## src/rtl/load_unit_if.sv

```systemverilog
// Load unit bus bundle: request, memory read and response channels.
// slave = the load unit side, master = requester / memory side.
interface load_unit_if #(
  parameter int DATA_W = 32,
  parameter int ADDR_W = 32
);
  logic              req_valid;
  logic              req_ready;
  logic [ADDR_W-1:0] req_addr;
  logic [1:0]        req_size;
  logic              req_unsigned;
  logic              mem_rd_en;
  logic [ADDR_W-1:0] mem_addr;
  logic [DATA_W-1:0] mem_rdata;
  logic              mem_rvalid;
  logic              rsp_valid;
  logic              rsp_ready;
  logic [DATA_W-1:0] rsp_data;
  logic [1:0]        rsp_err;

  modport slave (
    input  req_valid, req_addr, req_size,
    input  req_unsigned, mem_rdata,
    input  mem_rvalid, rsp_ready,
    output req_ready, mem_rd_en, mem_addr,
    output rsp_valid, rsp_data, rsp_err
  );

  modport master (
    output req_valid, req_addr, req_size,
    output req_unsigned, mem_rdata,
    output mem_rvalid, rsp_ready,
    input  req_ready, mem_rd_en, mem_addr,
    input  rsp_valid, rsp_data, rsp_err
  );
endinterface

```

## src/rtl/load_unit.sv

```systemverilog
// Load unit: one aligned read per request, field extract + extend.
// Ports: clk, reset (async active-low), bus (load_unit_if.slave).
module load_unit #(
  parameter int DATA_W  = 32,
  parameter int ADDR_W  = 32,
  parameter int TIMEOUT = 15
) (
  input logic        clk,
  input logic        reset,
  load_unit_if.slave bus
);
  localparam int NB = DATA_W / 8;
  localparam int LB = $clog2(NB);

  typedef enum logic [1:0] {
    IDLE, ISSUE, WAIT, RESP
  } state_t;

  state_t            state_q, state_d;
  logic [LB-1:0]     off_q, off_d;
  logic [1:0]        size_q, size_d;
  logic              uns_q, uns_d;
  logic [7:0]        cnt_q, cnt_d;
  logic [ADDR_W-1:0] maddr_q, maddr_d;
  logic [DATA_W-1:0] data_q, data_d;
  logic [1:0]        err_q, err_d;

  logic [LB-1:0]     roff, amask;
  logic              illegal, misal;
  logic [DATA_W-1:0] sh, msk, ext;
  logic [6:0]        fw;
  logic              sgn;

  assign roff    = bus.req_addr[LB-1:0];
  assign amask   = ~({LB{1'b1}} << bus.req_size);
  assign illegal = int'(bus.req_size) > LB;
  assign misal   = (roff & amask) != '0;

  // Field sits at the bottom after the shift;
  // msk covers its width, msb isolates its top bit.
  assign sh  = bus.mem_rdata >> {off_q, 3'b000};
  assign fw  = 7'd8 << size_q;
  assign msk = ~({DATA_W{1'b1}} << fw);
  assign sgn = ~uns_q & (|(sh & msk & ~(msk >> 1)));
  assign ext = (sh & msk) | (~msk & {DATA_W{sgn}});

  assign bus.req_ready = (state_q == IDLE);
  assign bus.mem_rd_en = (state_q == ISSUE);
  assign bus.mem_addr  = maddr_q;
  assign bus.rsp_valid = (state_q == RESP);
  assign bus.rsp_data  = data_q;
  assign bus.rsp_err   = err_q;

  always_comb begin
    state_d = state_q;
    off_d   = off_q;
    size_d  = size_q;
    uns_d   = uns_q;
    cnt_d   = cnt_q;
    maddr_d = maddr_q;
    data_d  = data_q;
    err_d   = err_q;
    unique case (state_q)
      IDLE: begin
        if (bus.req_valid) begin
          off_d  = roff;
          size_d = bus.req_size;
          uns_d  = bus.req_unsigned;
          if (illegal) begin
            state_d = RESP;
            err_d   = 2'd2;
            data_d  = '0;
          end else if (misal) begin
            state_d = RESP;
            err_d   = 2'd1;
            data_d  = '0;
          end else begin
            state_d = ISSUE;
            maddr_d = {bus.req_addr[ADDR_W-1:LB],
                       {LB{1'b0}}};
          end
        end
      end
      ISSUE: begin
        cnt_d   = '0;
        state_d = WAIT;
      end
      WAIT: begin
        cnt_d = cnt_q + 8'd1;
        // Data arriving on the last WAIT cycle beats the timeout.
        if (bus.mem_rvalid) begin
          data_d  = ext;
          err_d   = 2'd0;
          state_d = RESP;
        end else if (cnt_q == 8'(TIMEOUT - 1)) begin
          data_d  = '0;
          err_d   = 2'd3;
          state_d = RESP;
        end
      end
      RESP: begin
        if (bus.rsp_ready) state_d = IDLE;
      end
    endcase
  end

  always_ff @(posedge clk or negedge reset) begin
    if (!reset) begin
      state_q <= IDLE;
      off_q   <= '0;
      size_q  <= '0;
      uns_q   <= 1'b0;
      cnt_q   <= '0;
      maddr_q <= '0;
      data_q  <= '0;
      err_q   <= '0;
    end else begin
      state_q <= state_d;
      off_q   <= off_d;
      size_q  <= size_d;
      uns_q   <= uns_d;
      cnt_q   <= cnt_d;
      maddr_q <= maddr_d;
      data_q  <= data_d;
      err_q   <= err_d;
    end
  end
endmodule

```

## src/flat_wrapper.sv

```systemverilog
// flat-port wrapper written by rule: the top's interface ports become plain ports
module load_unit_flat 
#(
  parameter int DATA_W  = 32,
  parameter int ADDR_W  = 32,
  parameter int TIMEOUT = 15
)
  (clk, reset, bus_req_valid, bus_req_addr, bus_req_size, bus_req_unsigned, bus_mem_rdata, bus_mem_rvalid, bus_rsp_ready, bus_req_ready, bus_mem_rd_en, bus_mem_addr, bus_rsp_valid, bus_rsp_data, bus_rsp_err);
  load_unit_if #(.DATA_W(DATA_W), .ADDR_W(ADDR_W)) bus_i ();
  input logic clk;
  input logic reset;
  input wire logic [$bits(bus_i.req_valid)-1:0] bus_req_valid;
  input wire logic [$bits(bus_i.req_addr)-1:0] bus_req_addr;
  input wire logic [$bits(bus_i.req_size)-1:0] bus_req_size;
  input wire logic [$bits(bus_i.req_unsigned)-1:0] bus_req_unsigned;
  input wire logic [$bits(bus_i.mem_rdata)-1:0] bus_mem_rdata;
  input wire logic [$bits(bus_i.mem_rvalid)-1:0] bus_mem_rvalid;
  input wire logic [$bits(bus_i.rsp_ready)-1:0] bus_rsp_ready;
  output wire logic [$bits(bus_i.req_ready)-1:0] bus_req_ready;
  output wire logic [$bits(bus_i.mem_rd_en)-1:0] bus_mem_rd_en;
  output wire logic [$bits(bus_i.mem_addr)-1:0] bus_mem_addr;
  output wire logic [$bits(bus_i.rsp_valid)-1:0] bus_rsp_valid;
  output wire logic [$bits(bus_i.rsp_data)-1:0] bus_rsp_data;
  output wire logic [$bits(bus_i.rsp_err)-1:0] bus_rsp_err;
  assign bus_i.req_valid = bus_req_valid;
  assign bus_i.req_addr = bus_req_addr;
  assign bus_i.req_size = bus_req_size;
  assign bus_i.req_unsigned = bus_req_unsigned;
  assign bus_i.mem_rdata = bus_mem_rdata;
  assign bus_i.mem_rvalid = bus_mem_rvalid;
  assign bus_i.rsp_ready = bus_rsp_ready;
  assign bus_req_ready = bus_i.req_ready;
  assign bus_mem_rd_en = bus_i.mem_rd_en;
  assign bus_mem_addr = bus_i.mem_addr;
  assign bus_rsp_valid = bus_i.rsp_valid;
  assign bus_rsp_data = bus_i.rsp_data;
  assign bus_rsp_err = bus_i.rsp_err;
  load_unit #(.DATA_W(DATA_W), .ADDR_W(ADDR_W), .TIMEOUT(TIMEOUT)) u_core (.clk(clk), .reset(reset), .bus(bus_i));
endmodule
```

## config.mk

```make
export PLATFORM = sky130hd
export DESIGN_NAME = load_unit_flat
export DESIGN_NICKNAME = d
export VERILOG_FILES = /design/src/rtl/load_unit_if.sv /design/src/rtl/load_unit.sv /design/src/flat_wrapper.sv
export SDC_FILE = /design/constraint.sdc
export NUM_CORES = 1
export LEC_CHECK = 0
export ABC_AREA = 1
export BUFFER_PORTS_ARGS = -buffer_cell sky130_fd_sc_hd__buf_2
export CELL_PAD_IN_SITES_DETAIL_PLACEMENT = 1
export CELL_PAD_IN_SITES_GLOBAL_PLACEMENT = 2
export CORE_MARGIN = 2
export CORE_UTILIZATION = 26
export DETAILED_ROUTE_END_ITERATION = 8
export PLACE_DENSITY_LB_ADDON = 0.05
export SKIP_LAST_GASP = 1
export SYNTH_ARGS = -nofsm -noshare
export SYNTH_HDL_FRONTEND = slang
export SYNTH_SLANG_ARGS = --single-unit
```

## constraint.sdc

```tcl
create_clock -name clk -period 1.8 [get_ports clk]
set_input_delay 0.54 -clock clk [delete_from_list [all_inputs] [get_ports clk]]
set_output_delay 0.54 -clock clk [all_outputs]
set_load 0.05 [all_outputs]
```

==> metrics <==
outcome completed; ys async rst share 100%; diode count 0; MaxCap Viol Count 0; DIE WIDTH 127 um; clk_lat worst skew 0.34 ns; # IOs 141; reg2reg start u_core.cnt_q[0]$_DFFE_PN0P_; crit path from u_core.state_q[0]$_DFFE_PN0P_; dpl cells 759; most common cell after layout, fill and taps aside buf_2; routed via count 3592; CTS tree done; Routed Antenna Nets 0; register area share after synthesis 50.5%; DR pass1 iterations 4; Fill cells 1739; Arr. time, crit path 1.23 ns; Hold Crit Class input port to async pin; final setup violation count 0; Clock Pin Slew Worst Setup and Hold Paths 0.06 ns; Initial Utilization 26.8%; maximum VDD drop 960 uV; unrepaired setup endpoints after global routing true; critical path type register to output port; Max Freq 566 MHz; PwrDens 2050 nW/um^2; top cell type's share of synthesized area 50.5%; largest net degree at the start of global routing 36; Clock power frac 14.8%; P_int 5460 uW; number of buffers created by CTS 9; Final Hold Viols 0; Req. time, crit path 1.26 ns; largest area contributor in the netlist dfrtp_1; core area 14600 um^2; CP Capture Type output port; Max Slew Vio Count 0; worst-case clock buffer depth 2; DRC 0; top_reg_cell synth dfrtp_1; Synth Instances 433; Syn. warnings 0; H-tree depth 3; antenna violations before repair 0; Die Ht 127 um; max incr delay on CP 0.39 ns; synth top area cells dfrtp_1 50%, nand2_1 13%, mux2_2 9.2%; element type at the critical path start register; Stages on worst setup path 3; Slew Limit Headroom 65.1%; Total Neg Setup Slack 0 ns; Post-synth EDFFs 0; Gate power share 59.5%; Tmin final 1.77 ns; CP bufs+invs 2; depth of the most critical reg-to-reg path 11; Final period util 98.1%; mean post-synth cell area 9.05 um^2; DRT iter0 DRCs 112; Reg power frac 25.7%; layout cells sized above 1 42.9%; vias in the first global route 3870; Setup Skew 0.00468 ns; Sw Share 51.8%; Row Count 44; fin nets 672; root buffer cell clkbuf_16; #FFs+latches synth 79; post-route cell area 5520 um^2; worst-margin pin slew 0.518 ns; CP delay by family, top flip-flops; gpl congestion 0.751; Syn-to-layout area delta 41.0%; total global routing overflow 0; vias per inst 4.59; leakage power 0.00287 uW; CP max FO 3; clk sinks 79; total power 11300 uW; sw power 5870 uW; first-pass GRT wire length 20400 um; Slowest cell on crit path dfrtp_1; Placed Area 4990 um^2; Total GRT Usage 16.2%; mapped cell area 3920 um^2; Netlist cell types 31; final wirelength 12800 um; Die ar. 16100 um^2; IO buf count 138; Non-Filler Instances 783; commonest cells after routing, fill and taps aside 134 x buf_2, 129 x nand2_1, 78 x dfrtp_1; wire per inst 16.4 um; worst-path cell chain buf_4, ha_1, buf_6; placed wire-length estimate 9390 um
-- Yosys cell counts, types with 2 or more instances --
| master | number |
|---|---|
| inv_2 | 3 |
| dfrtp_1 | 79 |
| o21ai_0 | 39 |
| mux2_2 | 32 |
| nand4_1 | 3 |
| nand2_1 | 131 |
| nor2_4 | 2 |
| buf_6 | 4 |
| mux2i_1 | 4 |
| nor2_1 | 22 |
| nor3_1 | 2 |
| clkbuf_1 | 5 |
| o221ai_1 | 7 |
| nand3_1 | 41 |
| buf_4 | 5 |
| buf_2 | 10 |
| inv_1 | 16 |
| a21oi_1 | 10 |
| ha_1 | 6 |
-- worst register-to-register path, cell delays in order, from the launching register on --
cell,delay [ns]
dfrtp_1,0.39
inv_2,0.09
ha_4,0.14
nand3_4,0.06
nor2_4,0.11
nor2_4,0.05
nor2_4,0.19
nand2_8,0.10
nor2_8,0.23
clkbuf_16,0.20
nand3_1,0.06
nand2_1,0.07
-- registers in the layout, indices dropped and copies added, names as in the netlist --
name / count
u_core.bus.rsp_err: 2
u_core.bus.mem_addr: 30
u_core.state_q: 2
u_core.bus.rsp_data: 32
u_core.uns_q: 1
u_core.cnt_q: 8
u_core.size_q: 2
u_core.off_q: 2
-- worst paths after layout --
| check | end | slack [ns] |
|---|---|---|
| worst max-delay path | bus_mem_rd_en | 0.03 |
| min in group clk | u_core.bus.mem_addr[11]$_DFFE_PN0P_ | 0.43 |
| worst min register to register | u_core.bus.rsp_data[27]$_DFFE_PN0P_ | 0.47 |
| max in group asynchronous | u_core.bus.rsp_data[5]$_DFFE_PN0P_ | 1.13 |
| worst max register to register | u_core.bus.rsp_data[12]$_DFFE_PN0P_ | 0.05 |
| worst min-delay path | u_core.bus.rsp_data[27]$_DFFE_PN0P_ | 0.13 |
-- cells by family (layout without fill, tap and decap cells) --
| logic type | count (synthesis) | after routing | share of synthesized area (%) |
|---|---|---|---|
| other cells | 1 | 2 | 0.0957 |
| mux | 36 | 36 | 10.2 |
| xor+xnor | 1 | 1 | 0.224 |
| compound gates | 59 | 59 | 8.43 |
| simple gates | 207 | 207 | 22.9 |
| fa+ha+maj | 6 | 6 | 1.92 |
| buf+inv | 44 | 209 | 5.78 |
| flops | 79 | 79 | 50.5 |
-- power groups by stage --
stage | combinational, uW | clock (uW) | sequential [uW]
finish | 6740 | 1670 | 2910
CTS | 6400 | 1740 | 2920
detailed placement | 6340 | 0 | 2940
floorplan | 2440 | 0 | 5050
global route | 7280 | 1810 | 3030
global placement | 6300 | 0 | 2910
-- stage by stage --
stage               setup slack (ns)  util [%]  hold slack, ns
finish                        0.0344      37.7           0.126
global route                 -0.0488      37.7           0.134
CTS                          0.00343      36.0           0.117
detailed placement           -0.0808      34.1           0.465
global placement             -0.0435      34.1           0.462
floorplan                     0.0282         -           0.244
-- metal layers --
metal / wire length (um) / vias to the layer above / global-route usage, %
li1: - / 1750 / -
met1: 5850 / 1750 / 20.6
met2: 6280 / 88 / 27.8
met3: 628 / 4 / 4.18
met4: 72 / 0 / 3.62
met5: 0 / - / 0
-- cell type report --
class / instances / area, um^2 / share of cell area, %
clock buffer: 11 / 233 / 4.21
clock inverter: 5 / 35.0 / 0.634
inverter: 19 / 71.3 / 1.29
multi-input combinational: 311 / 1870 / 33.8
sequential: 79 / 1980 / 35.8
tap: 184 / 230 / 4.17
timing repair buffer: 174 / 1110 / 20.1
-- what timing repair did --
item | in CTS | in global routing
hold buffers | 0 | 0
gates resized for setup | 7 | 34
endpoints found under the setup margin | 3 | 41
buffers inserted | 0 | 6
hold endpoints to repair | 0 | 0
pin swaps | 0 | 17
gates cloned | 0 | 3
Note: power is estimated with default switching activity, not from simulation.
